File: src/rtl/physics_pkg.sv
// Shared definitions for the sprite physics stage: widths, per-sprite state,
// sequencer states and the saturate/clamp helpers.
package physics_pkg;

    localparam int unsigned NUM_SPRITES   = 4;
    localparam int unsigned SPRITE_RADIUS = 63;
    localparam int unsigned H_VISIBLE     = 1600;
    localparam int unsigned V_VISIBLE     = 1200;

    localparam int unsigned ROW_W   = 11;
    localparam int unsigned COL_W   = 12;
    localparam int unsigned VEL_W   = 8;
    localparam int unsigned IDX_W   = 2;
    localparam int unsigned FRAME_W = 16;
    localparam int unsigned WIDE_W  = 16;

    typedef struct packed {
        logic [ROW_W-1:0]        row;
        logic [COL_W-1:0]        col;
        logic signed [VEL_W-1:0] vrow;
        logic signed [VEL_W-1:0] vcol;
    } sprite_state_t;

    typedef enum logic [1:0] {
        ST_IDLE = 2'd0,
        ST_UPD  = 2'd1,
        ST_PUB  = 2'd2
    } motion_state_t;

    // Saturate a widened signed velocity into +/-vmax.
    function automatic logic signed [VEL_W-1:0] sat_vel(
        input logic signed [WIDE_W-1:0] v,
        input logic signed [WIDE_W-1:0] vmax
    );
        logic signed [WIDE_W-1:0] r;
        if (v > vmax)       r = vmax;
        else if (v < -vmax) r = -vmax;
        else                r = v;
        return VEL_W'(r);
    endfunction

    // Clamp an unsigned position into [lo, hi].
    function automatic logic [WIDE_W-1:0] clamp_pos(
        input logic [WIDE_W-1:0] p,
        input logic [WIDE_W-1:0] lo,
        input logic [WIDE_W-1:0] hi
    );
        if (p < lo)      return lo;
        else if (p > hi) return hi;
        else             return p;
    endfunction

endpackage

File: src/rtl/axis_integrator.sv
// Combinational single-axis update: applies acceleration with velocity
// saturation, integrates position and reflects velocity off either wall.
// Ports: pos/vel in, accel, wall limits min_pos/max_pos; pos_next/vel_next out.
module axis_integrator
    import physics_pkg::*;
#(
    parameter int unsigned POS_W = 11,
    parameter int unsigned VMAX  = 31
) (
    input  logic [POS_W-1:0]        pos,
    input  logic signed [VEL_W-1:0] vel,
    input  logic signed [VEL_W-1:0] accel,
    input  logic [POS_W-1:0]        min_pos,
    input  logic [POS_W-1:0]        max_pos,
    output logic [POS_W-1:0]        pos_next,
    output logic signed [VEL_W-1:0] vel_next
);

    localparam int unsigned SUM_W = POS_W + 2;

    logic signed [WIDE_W-1:0] vel_sum;
    logic signed [VEL_W-1:0]  vel_sat;
    logic signed [SUM_W-1:0]  npos;
    logic signed [SUM_W-1:0]  lo;
    logic signed [SUM_W-1:0]  hi;

    always_comb begin
        vel_sum  = {{(WIDE_W-VEL_W){vel[VEL_W-1]}}, vel}
                 + {{(WIDE_W-VEL_W){accel[VEL_W-1]}}, accel};
        vel_sat  = sat_vel(vel_sum, WIDE_W'(VMAX));
        npos     = {2'b00, pos} + {{(SUM_W-VEL_W){vel_sat[VEL_W-1]}}, vel_sat};
        lo       = {2'b00, min_pos};
        hi       = {2'b00, max_pos};
        pos_next = POS_W'(npos);
        vel_next = vel_sat;
        // Hitting a wall pins the centre on it and reverses the axis velocity.
        if (npos < lo) begin
            pos_next = min_pos;
            vel_next = -vel_sat;
        end else if (npos > hi) begin
            pos_next = max_pos;
            vel_next = -vel_sat;
        end
    end

endmodule

File: src/rtl/sprite_motion_engine.sv
// Per-frame sprite physics: on each enabled VSYNC fall, steps four sprites
// one per cycle, then publishes all positions at once to a shadow copy.
// Ports: clock_162/rst (sync, active-high), vsync_n, enable, load_* host
// placement port with load_ready handshake, sprite_row/sprite_col published
// centres, busy, frame_count.
module sprite_motion_engine
    import physics_pkg::*;
#(
    parameter int          GRAVITY = 1,
    parameter int unsigned VMAX    = 31,
    parameter int unsigned MIN_ROW = 63,
    parameter int unsigned MAX_ROW = 1136,
    parameter int unsigned MIN_COL = 63,
    parameter int unsigned MAX_COL = 1536
) (
    input  logic                                clock_162,
    input  logic                                rst,
    input  logic                                vsync_n,
    input  logic                                enable,
    input  logic                                load_valid,
    output logic                                load_ready,
    input  logic [IDX_W-1:0]                    load_idx,
    input  logic [ROW_W-1:0]                    load_row,
    input  logic [COL_W-1:0]                    load_col,
    input  logic [VEL_W-1:0]                    load_vrow,
    input  logic [VEL_W-1:0]                    load_vcol,
    output logic [NUM_SPRITES-1:0][ROW_W-1:0]   sprite_row,
    output logic [NUM_SPRITES-1:0][COL_W-1:0]   sprite_col,
    output logic                                busy,
    output logic [FRAME_W-1:0]                  frame_count
);

    motion_state_t   state, state_next;
    logic [IDX_W-1:0] idx, idx_next;
    logic            prev_vsync_n;
    logic            tick_pending;
    logic            tick;
    logic            load_fire;
    sprite_state_t   load_state;
    sprite_state_t   work [NUM_SPRITES];
    sprite_state_t   cur;
    logic [ROW_W-1:0]        row_next;
    logic [COL_W-1:0]        col_next;
    logic signed [VEL_W-1:0] vrow_next;
    logic signed [VEL_W-1:0] vcol_next;

    function automatic sprite_state_t reset_sprite(input int i);
        sprite_state_t s;
        s.row  = ROW_W'(200);
        s.col  = COL_W'(200 + 400 * i);
        s.vrow = VEL_W'(0);
        s.vcol = VEL_W'(2);
        return s;
    endfunction

    assign tick      = prev_vsync_n & ~vsync_n & enable;
    assign load_fire = load_valid & load_ready;
    assign cur       = work[idx];

    // Host load image: positions clamped to the walls, velocities saturated.
    always_comb begin
        load_state.row  = ROW_W'(clamp_pos(WIDE_W'(load_row), WIDE_W'(MIN_ROW), WIDE_W'(MAX_ROW)));
        load_state.col  = COL_W'(clamp_pos(WIDE_W'(load_col), WIDE_W'(MIN_COL), WIDE_W'(MAX_COL)));
        load_state.vrow = sat_vel({{(WIDE_W-VEL_W){load_vrow[VEL_W-1]}}, load_vrow}, WIDE_W'(VMAX));
        load_state.vcol = sat_vel({{(WIDE_W-VEL_W){load_vcol[VEL_W-1]}}, load_vcol}, WIDE_W'(VMAX));
    end

    axis_integrator #(.POS_W(ROW_W), .VMAX(VMAX)) u_row_axis (
        .pos      (cur.row),
        .vel      (cur.vrow),
        .accel    (VEL_W'(GRAVITY)),
        .min_pos  (ROW_W'(MIN_ROW)),
        .max_pos  (ROW_W'(MAX_ROW)),
        .pos_next (row_next),
        .vel_next (vrow_next)
    );

    axis_integrator #(.POS_W(COL_W), .VMAX(VMAX)) u_col_axis (
        .pos      (cur.col),
        .vel      (cur.vcol),
        .accel    (VEL_W'(0)),
        .min_pos  (COL_W'(MIN_COL)),
        .max_pos  (COL_W'(MAX_COL)),
        .pos_next (col_next),
        .vel_next (vcol_next)
    );

    // Sequencer next state. A tick arriving in IDLE starts the update at
    // once; tick_pending only carries ticks that land while busy.
    always_comb begin
        state_next = state;
        idx_next   = idx;
        unique case (state)
            ST_IDLE: begin
                if (tick_pending || tick) begin
                    state_next = ST_UPD;
                    idx_next   = '0;
                end
            end
            ST_UPD: begin
                if (idx == IDX_W'(NUM_SPRITES - 1)) state_next = ST_PUB;
                else                                idx_next   = idx + IDX_W'(1);
            end
            ST_PUB:  state_next = ST_IDLE;
            default: state_next = ST_IDLE;
        endcase
    end

    // State, working set, shadow and status registers.
    always_ff @(posedge clock_162) begin
        if (rst) begin
            state        <= ST_IDLE;
            idx          <= '0;
            prev_vsync_n <= 1'b1;
            tick_pending <= 1'b0;
            busy         <= 1'b0;
            load_ready   <= 1'b1;
            frame_count  <= '0;
            for (int i = 0; i < NUM_SPRITES; i++) begin
                work[i]       <= reset_sprite(i);
                sprite_row[i] <= reset_sprite(i).row;
                sprite_col[i] <= reset_sprite(i).col;
            end
        end else begin
            state        <= state_next;
            idx          <= idx_next;
            prev_vsync_n <= vsync_n;
            busy         <= (state_next != ST_IDLE);
            load_ready   <= (state_next == ST_IDLE);

            // Single-depth: consumed whenever IDLE, extra ticks while set are dropped.
            if (state == ST_IDLE)  tick_pending <= 1'b0;
            else if (tick)         tick_pending <= 1'b1;

            if (load_fire)         work[load_idx] <= load_state;

            if (state == ST_UPD)   work[idx] <= '{row: row_next, col: col_next,
                                                   vrow: vrow_next, vcol: vcol_next};

            if (state == ST_PUB) begin
                for (int i = 0; i < NUM_SPRITES; i++) begin
                    sprite_row[i] <= work[i].row;
                    sprite_col[i] <= work[i].col;
                end
                frame_count <= frame_count + FRAME_W'(1);
            end
        end
    end

endmodule

File: config.mk
export PLATFORM = sky130hd
export DESIGN_NAME = sprite_motion_engine
export DESIGN_NICKNAME = d
export VERILOG_FILES = /design/src/rtl/physics_pkg.sv /design/src/rtl/axis_integrator.sv /design/src/rtl/sprite_motion_engine.sv
export SDC_FILE = /design/constraint.sdc
export NUM_CORES = 1
export LEC_CHECK = 0
export CORE_UTILIZATION = 64
export DETAILED_ROUTE_END_ITERATION = 6
export DONT_BUFFER_PORTS = 1
export PLACE_DENSITY = 0.8
export SYNTH_ARGS = -nofsm -noshare
export SYNTH_HDL_FRONTEND = slang
export SYNTH_SLANG_ARGS = --single-unit
File: constraint.sdc
create_clock -name clock_162 -period 7.2 [get_ports clock_162]
set_input_delay 1.44 -clock clock_162 [delete_from_list [all_inputs] [get_ports clock_162]]
set_output_delay 1.44 -clock clock_162 [all_outputs]
set_load 0.05 [all_outputs]
==> impl_metrics.ini <==
[critical_path]
cp_cell_sequence = mux4_2 -> ha_1 -> nand3_1 -> or4_1 -> nand3_1 -> o31ai_1 -> nand2_1 -> nand2_1 -> nand2_1 -> inv_1 -> ha_1 -> a21o_1 -> a21oi_1 -> or4_4 -> a211oi_1 -> mux2i_1 -> nand3_1 -> o21ai_0 -> a211oi_4 -> nor3_4 -> mux2i_1 -> o22ai_1
start_kind = register
cp-end-kind = register
crit_type = register to register
worstPathArrival_ns = 6.71
crit_slowest_cell = dfxtp_2
critical-path-max-stage-delay_ns = 0.68
rrSetupSlack_ns = 0.75
crit_required_ns = 7.46
crit_fanout = 15

[yosys]
async_flop_share_pct = 0
synthesis.area_mm2 = 0.0141
synth_top_area_cell = edfxtp_1
synthTopCellsByArea = edfxtp_1 (33%), dfxtp_1 (17%), nand2_1 (6.9%)
synth_top_cell_area_share_pct = 33.2
synth_flop_cell = edfxtp_1
synth-edff-count = 156
synthDistinctLibCells = 73
ys_ff_latch = 274
syn_inst = 1408
yosysWarnings = 0
ys_seq_area_share_pct = 49.9
syn_area_per_cell_um2 = 10.0

[clocking]
cts_tree = done
cts_root_buf = clkbuf_16
postCtsHoldBufs = 0
clk_pin_slew_ns = 0.07
cts_sinks = 274
ctsResizeCount = 0
h-tree-depth = 1
cts_setup_buffers = 0
cts_buffers = 28
clk_latency_ns = 0.55
ctsLongestPathBuffers = 3

[sta]
slew_violations = 0
timing.final.crit_share_pct = 89.6
setup_tns_ns = 0
finalHoldViolations = 0
slew_headroom_pct = 18.3
rsz0062_at_grt = false
fmax_mhz = 155
fin_skew_ns = 0.0164
layout_min_cycle_time_ns = 6.45
setup_violations = 0
worstMarginPinSlew_ns = 1.22
worst_slack_ns = 0.749

[place]
io_buffers = 0
dp_slack_ns = 0.901
dp_hpwl_um = 28000
dp.cells = 1627
place_area_mm2 = 0.0144
gp_congestion = 0.955

[pwr]
finalPower_mw = 4.19
p_sw_mw = 1.27
pwr-share-clk_pct = 35.4
peakVddDrop_mv = 0.210
internal_power_mw = 2.92
p_leak_nw = 5.50
p_sw_share_pct = 30.3
combinationalPowerShare_pct = 22.7
seqPwrFrac_pct = 42.0
power_density_mw_per_mm2 = 273

[layout]
fin_cells = 1678
drive_gt1_share_pct = 9.41
fin_area_mm2 = 0.0153
syn2layout_area_growth_pct = 8.42
diodes = 0
finalNetCount = 1467

[detailed_routing]
drt-pass1-iter-count = 6
finalWirelength_um = 40700
drcViolationCount = 0
drt-wirelength-per-cell_um = 24.3
ant_nets = 0
dr_total_vias = 11400
vias_per_cell = 6.77
drtIter0Drc = 1137

[min_path]
hold_path.class = register to register

[global_routing]
grt_use_total_pct = 36.1
grt-ovfl-total = 0
antenna_found_initial = 0
grt_start_max_net_pins = 121
first_global_vias = 10800
grt_pass1_wl_um = 61400

[die]
start_util_pct = 66.1
ioPinCount = 156
die_w_um = 151
design.core.area_mm2 = 0.0214
die-area_mm2 = 0.0227
rows = 53
die_h_um = 151

[status]
outcome = finished clean

[flow_run]
cap_violations = 0
-- cell type report --
cell class                 count  area [um2]
inverter                      40         150
clock inverter                 8        67.6
multi-input combinational   1014        6640
fill                        1550        6050
sequential                   274        7050
tap                          275         344
clock buffer                  43         880
timing repair buffer          24         180
-- layer usage --
layer / global-route usage, % / routed length, um / vias to the layer above
met5: 0 / 0 / -
met1: 48.3 / 15600 / 5406
met2: 58.3 / 19100 / 705
met3: 6.15 / 4370 / 112
met4: 15.1 / 1640 / 0
li1: - / - / 5145
-- power groups by stage --
stage | registers, mW | clock network [mW] | logic, mW
final | 1.76 | 1.48 | 0.948
after global routing | 1.76 | 1.54 | 1.02
after CTS | 1.76 | 1.48 | 0.924
after detailed placement | 1.79 | 0 | 0.916
after global placement | 1.79 | 0 | 0.907
after floorplan | 1.77 | 0 | 0.688
-- registers in the layout (all words and copies together) (netlist names), named ones only --
register and flops:
state 2, frame_count 16, sprite_col 48, busy 1, work 156, idx 2
sprite_row 44, tick_pending 1, prev_vsync_n 1, load_ready 1
-- through the flow --
step                      utilization, %  hold WS (ns)
after floorplan                        -         0.450
after global placement              67.2         0.465
after detailed placement            67.2         0.476
after CTS                           71.7         0.495
after global routing                71.7         0.524
final                               71.7         0.497
-- synth_stat cells (all sizes together) (26+ instances only) --
cell type,n
xnor2,26
dfxtp,118
nand2,258
mux4,39
o21ai,67
nor2,72
nand3,31
a21oi,108
inv,40
clkbuf,70
a22oi,26
edfxtp,156
o22ai,78
nand3b,33
ha,37
-- cells in the final DEF (no fill, tap or decap), types with 5 or more instances in the layout --
master,instances
nand2_1,257
edfxtp_1,156
dfxtp_1,116
a21oi_1,108
o22ai_1,78
nor2_1,72
o21ai_0,62
inv_1,39
mux4_2,38
ha_1,37
nand3b_1,33
nand3_1,31
clkbuf_16,30
xnor2_1,26
a22oi_1,26
mux2i_1,25
buf_4,24
nor3_1,19
nand2b_1,19
xor2_1,16
a21o_1,15
and3_1,10
or3_1,10
nand4_1,9
or2_2,9
clkbuf_8,8
and2_1,7
o31ai_1,6
o21a_1,6
or4_1,6
nor4_1,6
nor3b_1,5
a211oi_1,5
a31oi_1,5
clkbuf_1,5
clkinv_2,5
-- logic make-up after synthesis --
logic type               after synthesis  synth area share, %
AO/OA/AOI/OAI                        354                 15.5
XOR/XNOR                              42                 2.61
adder cells (fa/ha/maj)               39                 3.56
buffers and inverters                123                 3.39
flip-flops                           274                 49.9
multiplexers                          65                 8.13
other                                  1               0.0266
AND/OR/NAND/NOR                      510                 16.9
-- worst max-delay path, delay by kind of cell (launching register included) --
kind	cells	cell delay [ns]
flops	1	0.68
mux	3	1.23
fa+ha+maj	2	0.68
compound gates	7	1.27
simple gates	9	2.18
buf+inv	1	0.11
-- final timing paths --
path | from | end | depth (start not counted)
max | register | work[2][9] | 22
min | work[2][23] | sprite_col[31] | 2
max reg2reg | register | work[2][9] | 22
min reg2reg | work[2][23] | sprite_col[31] | 2
Note: power is estimated with default switching activity, not from simulation.
